File: src/rtl/serial_split_target_port.sv
// Target-side serial bus port: frame deserialiser, request FIFO,
// and read-data serialiser with immediate or split response.
module serial_split_target_port #(
  parameter int ADDR_WIDTH = 16,
  parameter int DATA_WIDTH = 8,
  parameter int REQ_DEPTH  = 4
) (
  input  logic                  clk,
  input  logic                  rst,
  input  logic                  bus_data_in,
  input  logic                  bus_data_in_valid,
  input  logic                  bus_mode,
  input  logic                  bus_rw,
  input  logic                  decoder_valid,
  output logic                  bus_data_out,
  output logic                  bus_data_out_valid,
  output logic                  bus_s_ready,
  output logic                  bus_split_ack,
  output logic                  arbiter_split_req,
  input  logic                  arbiter_grant,
  output logic                  s_req_valid,
  input  logic                  s_req_ready,
  output logic [ADDR_WIDTH-1:0] s_addr,
  output logic [DATA_WIDTH-1:0] s_wdata,
  output logic                  s_rw,
  input  logic [DATA_WIDTH-1:0] s_rdata,
  input  logic                  s_rdata_valid,
  input  logic                  s_split,
  output logic                  s_rdata_ready,
  output logic                  overflow_err
);

  localparam int MAXW = (ADDR_WIDTH > DATA_WIDTH) ?
                        ADDR_WIDTH : DATA_WIDTH;
  localparam int CW = $clog2(MAXW + 1);
  localparam int PW = $clog2(REQ_DEPTH);
  localparam int EW = ADDR_WIDTH + DATA_WIDTH + 1;
  localparam logic [CW-1:0] A_LAST = CW'(ADDR_WIDTH - 1);
  localparam logic [CW-1:0] D_LAST = CW'(DATA_WIDTH - 1);
  localparam logic [PW:0]   DEPTH  = (PW + 1)'(REQ_DEPTH);

  typedef enum logic [1:0] {R_ADDR, R_DATA, R_DEC} rx_state_t;
  typedef enum logic [1:0] {T_IDLE, T_SPLIT_WAIT, T_SHIFT} tx_state_t;

  rx_state_t rx_state;
  tx_state_t tx_state;

  logic [CW-1:0]         rx_cnt;
  logic [CW-1:0]         tx_cnt;
  logic [ADDR_WIDTH-1:0] addr_sh;
  logic [DATA_WIDTH-1:0] data_sh;
  logic                  rw_q;
  logic [DATA_WIDTH-1:0] tx_sh;
  logic [DATA_WIDTH-1:0] wdata_in;

  logic [EW-1:0] mem [REQ_DEPTH];
  logic [PW-1:0] wr_ptr;
  logic [PW-1:0] rd_ptr;
  logic [PW:0]   count;

  logic rx_take;
  logic push;
  logic pop;
  logic full;
  logic do_push;

  // Receive is half-duplex: bits are ignored while read data shifts out.
  assign rx_take  = bus_data_in_valid && (tx_state != T_SHIFT);
  assign wdata_in = rw_q ? data_sh : {DATA_WIDTH{1'b0}};

  assign full    = (count == DEPTH);
  assign push    = (rx_state == R_DEC) && decoder_valid;
  assign pop     = s_req_valid && s_req_ready;
  assign do_push = push && (!full || pop);

  assign s_req_valid   = (count != '0);
  assign bus_s_ready   = !full;
  assign s_rdata_ready = (tx_state == T_IDLE);
  assign {s_addr, s_wdata, s_rw} = mem[rd_ptr];

  // Shift registers fill from the MSB end, LSB-first on the wire.
  always_ff @(posedge clk) begin
    if (rst) begin
      rx_state <= R_ADDR;
      rx_cnt   <= '0;
      addr_sh  <= '0;
      data_sh  <= '0;
      rw_q     <= 1'b0;
    end else begin
      unique case (rx_state)
        R_ADDR: begin
          if (rx_take && !bus_mode) begin
            addr_sh <= (addr_sh >> 1) |
                       (ADDR_WIDTH'(bus_data_in) << (ADDR_WIDTH - 1));
            if (rx_cnt == A_LAST) begin
              rx_cnt   <= '0;
              rw_q     <= bus_rw;
              rx_state <= bus_rw ? R_DATA : R_DEC;
            end else begin
              rx_cnt <= rx_cnt + 1'b1;
            end
          end
        end
        R_DATA: begin
          if (rx_take && bus_mode) begin
            data_sh <= (data_sh >> 1) |
                       (DATA_WIDTH'(bus_data_in) << (DATA_WIDTH - 1));
            if (rx_cnt == D_LAST) begin
              rx_cnt   <= '0;
              rx_state <= R_DEC;
            end else begin
              rx_cnt <= rx_cnt + 1'b1;
            end
          end else if (rx_take) begin
            data_sh  <= '0;
            addr_sh  <= {bus_data_in, {(ADDR_WIDTH-1){1'b0}}};
            rx_cnt   <= CW'(1);
            rw_q     <= 1'b0;
            rx_state <= R_ADDR;
          end
        end
        R_DEC: begin
          rx_cnt   <= '0;
          addr_sh  <= '0;
          data_sh  <= '0;
          rw_q     <= 1'b0;
          rx_state <= R_ADDR;
        end
        default: rx_state <= R_ADDR;
      endcase
    end
  end

  always_ff @(posedge clk) begin
    if (rst) begin
      wr_ptr       <= '0;
      rd_ptr       <= '0;
      count        <= '0;
      overflow_err <= 1'b0;
      for (int i = 0; i < REQ_DEPTH; i++) mem[i] <= '0;
    end else begin
      if (do_push) begin
        mem[wr_ptr] <= {addr_sh, wdata_in, rw_q};
        wr_ptr      <= wr_ptr + 1'b1;
      end
      if (pop) rd_ptr <= rd_ptr + 1'b1;
      if (do_push && !pop) count <= count + 1'b1;
      else if (!do_push && pop) count <= count - 1'b1;
      if (push && !do_push) overflow_err <= 1'b1;
    end
  end

  always_ff @(posedge clk) begin
    if (rst) begin
      tx_state           <= T_IDLE;
      tx_cnt             <= '0;
      tx_sh              <= '0;
      bus_data_out       <= 1'b0;
      bus_data_out_valid <= 1'b0;
      bus_split_ack      <= 1'b0;
      arbiter_split_req  <= 1'b0;
    end else begin
      bus_split_ack <= 1'b0;
      unique case (tx_state)
        T_IDLE: begin
          if (s_rdata_valid) begin
            tx_cnt <= '0;
            if (s_split) begin
              tx_sh             <= s_rdata;
              arbiter_split_req <= 1'b1;
              tx_state          <= T_SPLIT_WAIT;
            end else begin
              tx_sh              <= s_rdata >> 1;
              bus_data_out       <= s_rdata[0];
              bus_data_out_valid <= 1'b1;
              tx_state           <= T_SHIFT;
            end
          end
        end
        T_SPLIT_WAIT: begin
          if (arbiter_grant) begin
            arbiter_split_req  <= 1'b0;
            bus_split_ack      <= 1'b1;
            bus_data_out       <= tx_sh[0];
            tx_sh              <= tx_sh >> 1;
            bus_data_out_valid <= 1'b1;
            tx_state           <= T_SHIFT;
          end
        end
        T_SHIFT: begin
          if (tx_cnt == D_LAST) begin
            tx_cnt             <= '0;
            bus_data_out       <= 1'b0;
            bus_data_out_valid <= 1'b0;
            tx_state           <= T_IDLE;
          end else begin
            tx_cnt       <= tx_cnt + 1'b1;
            bus_data_out <= tx_sh[0];
            tx_sh        <= tx_sh >> 1;
          end
        end
        default: tx_state <= T_IDLE;
      endcase
    end
  end

endmodule
File: config.mk
export PLATFORM = sky130hd
export DESIGN_NAME = serial_split_target_port
export DESIGN_NICKNAME = d
export VERILOG_FILES = /design/src/rtl/serial_split_target_port.sv
export SDC_FILE = /design/constraint.sdc
export NUM_CORES = 1
export LEC_CHECK = 0
export CORE_MARGIN = 3
export CORE_UTILIZATION = 31
export CTS_CLUSTER_SIZE = 8
export DETAILED_ROUTE_END_ITERATION = 6
export GPL_TIMING_DRIVEN = 0
export SYNTH_ARGS = -nofsm -noshare
export SYNTH_HDL_FRONTEND = slang
export SYNTH_SLANG_ARGS = --single-unit
export TNS_END_PERCENT = 20
File: constraint.sdc
create_clock -name clk -period 10.1 [get_ports clk]
set_input_delay 3.03 -clock clk [delete_from_list [all_inputs] [get_ports clk]]
set_output_delay 3.03 -clock clk [all_outputs]
set_load 0.02 [all_outputs]
* Word-level counts from Yosys, hierarchy flattened
Memory sizes are Yosys's and may differ from the RTL's. A register that Yosys moved wholly into a read port is not among the register bits. Cells that the tools add are included.
Operators by class: multiplexer cells 66, add/subtract/negate cells 6, bitwise logic cells 3, equal/unequal tests 21, reductions and logical operators 36
Operators with widths (number):
- two-way mux 8 bit | 7
- two-way mux 16 bit | 3
- case mux 16 bit (3 select lines) | 1
- two-way mux 5 bit | 7
- two-way mux 2 bit | 13
- two-way mux 25 bit | 1
- OR reduction 25 bit | 1
- case mux 8 bit (3 select lines) | 1
- two-way mux 1 bit | 22
- inequality test 2 bit, second input constant | 11
- AND reduction 4 bit | 5
- OR 15 x 16 -> 16 bit | 1
- case mux 8 bit (2 select lines) | 1
- case mux 5 bit (3 select lines) | 1
- adder 5 x 1 -> 5 bit, second input constant | 2
- equality test 5 x 3 -> 1 bit, second input constant | 2
- case mux 5 bit (2 select lines) | 1
- AND reduction 5 bit | 2
- logical AND 1 bit | 9
- case mux 1 bit (3 select lines) | 3
- nonzero test 3 bit | 3
- OR 7 x 8 -> 8 bit | 1
- nonzero test 2 bit | 4
- two-way mux 3 bit | 2
- other kinds (18) | 28
Storage, ports and cells: memories kept 1, output and inout port bits 33, input port bits 19, logic and storage cells 149, register bits after elaboration 59, RAM bits 100
Memories:
- mem | words 4, bits a word 25, rd ports 1, clocked after memory_dff 1, wr ports 4, line 56 | logic [EW-1:0] mem [REQ_DEPTH];

* Depth between registers and ports, before layout
depth after elaboration 9, depth in mapped cells 10, mapped depth without buffers 10

* Least setup slack after synthesis
OpenSTA, ideal clock, no wires.
path kind input -> register, start point in decoder_valid, end point mem mem[1][0] (netlist name), enable pin, slack 4.534 ns, arrival 5.124 ns, setup time 0.442 ns, buffers on the path 0, stages 3, data required time 9.658 ns, cells stage by stage and2_1 nand3_1 o21ai_0
RTL lines:
- start, declared | line 14 | input logic decoder_valid,
- end, declared | line 56

==> results.json <==
{
  "postSynthCellCount": 591,
  "min_from": "tx_sh[7]",
  "ys_seq_area_share_pct": 57.1,
  "io_buffers": 51,
  "r2r_start": "rx_state[0]",
  "post-dp-hpwl_um": 10700,
  "drtIter0Drc": 312,
  "mostFrequentLayoutCell": "edfxtp_1",
  "fp.dieH_um": 160,
  "min_path_cells": 2,
  "synth.area.top_cells": "edfxtp_1 41%, dfxtp_1 17%, mux4_2 7.6%",
  "initial_utilization_pct": 32.1,
  "finClkSkew_ns": 0.00994,
  "critPathKind": "reg2out",
  "irDropWorstVdd_mv": 0.112,
  "fp-row-count": 55,
  "holdCritPathClass": "reg2reg",
  "yosys_warnings": 0,
  "root_buffer": "clkbuf_16",
  "path_buf_inv": 3,
  "cts_hold_repair.buffers": 0,
  "r2r_end": "mem[0][2]",
  "n_antenna_cell": 0,
  "ys_async_sr_fraction_pct": 0,
  "setup_viol": 0,
  "drcViolationCount": 0,
  "layout_min_cycle_time_ns": 5.88,
  "die_x_um": 160,
  "synth.avg_cell_area_um2": 12.5,
  "antenna_found_initial": 0,
  "min_period_over_period_pct": 58.2,
  "end_kind": "output pin",
  "ios": 52,
  "synth-edff-count": 100,
  "startpoint_type": "flop",
  "rr_worst_depth": 8,
  "outcome": "completed",
  "grt_use_total_pct": 12.8,
  "grt_pass1_vias": 4798,
  "cp.arrival_ns": 2.85,
  "p_leak_nw": 3.23,
  "synth-seq-cells": 161,
  "ys_types": 59,
  "power_w": 0.00206,
  "antenna_left": 0,
  "place_congestion": 0.786,
  "grt_setup_unrepaired": "false",
  "cpPeakStageDelay_ns": 0.60,
  "cp.required_ns": 7.07,
  "area_growth_pct": 21.6,
  "finalSetupTns_ns": 0,
  "whs_endpoint": "tx_sh[7]",
  "finalMaxSlewViolations": 0,
  "layout_common_cells": "100 x edfxtp_1, 88 x and2_1, 61 x dfxtp_1",
  "max_cap_viol_count": 0,
  "drive_gt1_share_pct": 12.7,
  "synth_nets": 624,
  "drt-pass1-iter-count": 4,
  "cts.clk_slew.worst_paths_ns": 0.07,
  "grt-ovfl-total": 0,
  "finalNetCount": 696,
  "cts.sinks": 161,
  "htreeDepth": 4,
  "cts_resized": 0,
  "yosys.area.top_type": "edfxtp_1",
  "critPathMaxFanout": 10,
  "synth_flop_cell": "edfxtp_1",
  "grt_pass1_wl_um": 25900,
  "max_slew_margin_pct": 14.9,
  "synth_top_area_share_pct": 40.6,
  "rrSetupSlack_ns": 7.26,
  "path_cells": "clkbuf_1 -> buf_2 -> mux4_2 -> clkdlybuf4s50_1",
  "final_util_pct": 39.0,
  "syn_area_um2": 7390,
  "via_count": 4647,
  "tightestPinTransition_ns": 1.28,
  "fill_cells": 2214,
  "finalHoldViolCount": 0,
  "viasPerCell": 4.70,
  "grt_max_degree": 26,
  "wl_um": 16000,
  "drt-wirelength-per-cell_um": 16.2,
  "post_cts_buffers": 0,
  "core_um2": 23100,
  "dieArea_um2": 25700,
  "cp_top_family": "buffers and inverters",
  "clock_latency_ns": 0.42,
  "crit_slowest_cell": "mux4_2",
  "timing.fmax_mhz": 170,
  "ctsLongestPathBuffers": 2,
  "power.density_nw_per_um2": 229,
  "numCtsBuffers": 17,
  "cts_tree": "yes"
}
[Yosys cell counts, types with 4 or more instances]
| cell type | n |
|---|---|
| nand3_1 | 7 |
| clkbuf_1 | 21 |
| and3_4 | 4 |
| mux4_2 | 25 |
| buf_2 | 6 |
| edfxtp_1 | 100 |
| nor3_1 | 4 |
| nor2_1 | 32 |
| and2_1 | 88 |
| a22oi_1 | 9 |
| inv_1 | 14 |
| mux2i_1 | 18 |
| dfxtp_1 | 61 |
| a211oi_1 | 6 |
| and3_1 | 16 |
| nand2b_1 | 21 |
| o21ai_0 | 17 |
| nor2b_1 | 6 |
| nand3b_1 | 17 |
| a21oi_1 | 32 |
| xor2_1 | 4 |
| nand2_1 | 17 |
| buf_6 | 6 |
| ha_1 | 13 |
[cell type report]
class	instances	area [µm²]	share of cell area, %
Tap cell	313	392	4.36
Multi-Input combinational cell	382	2960	32.9
Clock buffer	17	425	4.73
Timing Repair Buffer	53	558	6.21
Buffer	34	180	2.00
Sequential cell	161	4220	47.0
Clock inverter	15	201	2.24
Inverter	14	52.6	0.584
[power by group]
part           switching (W)  leakage (nW)  internal [W]  total (W)
clock network       0.000281         0.308      0.000398   0.000680
logic               0.000324          1.39      0.000270   0.000594
registers          0.0000340          1.53      0.000754   0.000788
total               0.000640          3.23       0.00142    0.00206
[stage by stage]
| stage | hold WS, ns | setup slack, ns | instances | cell area, µm² |
|---|---|---|---|---|
| global placement | 0.458 | 2.42 | 955 | 8290 |
| detailed placement | 0.470 | 3.98 | 957 | 8360 |
| global route | 0.517 | 4.05 | 989 | 8990 |
| finish | 0.481 | 4.22 | 989 | 8990 |
| floorplan | 0.446 | 4.53 | 591 | 7390 |
| CTS | 0.480 | 4.14 | 989 | 8990 |
[worst max path at each step]
stage	start	to	slack, ns	depth (start not counted)
final	flop	s_addr[14]	4.22	4
after global routing	flop	s_addr[14]	4.05	4
after CTS	flop	s_addr[14]	4.14	4
after detailed placement	rst	mem[0][15]	3.98	7
after global placement	decoder_valid	mem[1][16]	2.42	4
after floorplan	decoder_valid	mem[1][0]	4.53	3
[metal layers]
layer	up-vias	track usage (%)	share of wire [%]
li1	2302	-	-
met1	2232	16.9	47
met2	99	20.6	47
met3	14	3.61	4.3
met4	0	3.75	1.0
met5	-	0	0
[worst reg2reg max path: cells and delay by family (launching register included)]
family                   cells  cell delay, ns
buffers and inverters        3            0.38
adder cells (fa/ha/maj)      1            0.20
AND/OR/NAND/NOR              4            1.54
flip-flops                   1            0.33
[cell families after synthesis]
logic type | count (synthesis) | synth area share (%)
simple gates | 232 | 19.0
buf+inv | 48 | 3.15
compound gates | 87 | 7.50
fa+ha+maj | 14 | 2.47
mux | 43 | 10.1
flops | 161 | 57.1
xor+xnor | 6 | 0.711
[flip-flops by register name, indices dropped and copies added, names as in the netlist, named ones only]
register	cells
rx_state	2
wr_ptr	2
mem	100
arbiter_split_req	1
tx_state	2
overflow_err	1
addr_sh	16
count	3
bus_data_out_valid	1
bus_data_out	1
data_sh	8
rd_ptr	2
tx_cnt	5
bus_split_ack	1
rx_cnt	5
tx_sh	8
rw_q	1
Note: power is estimated with default switching activity, not from simulation.
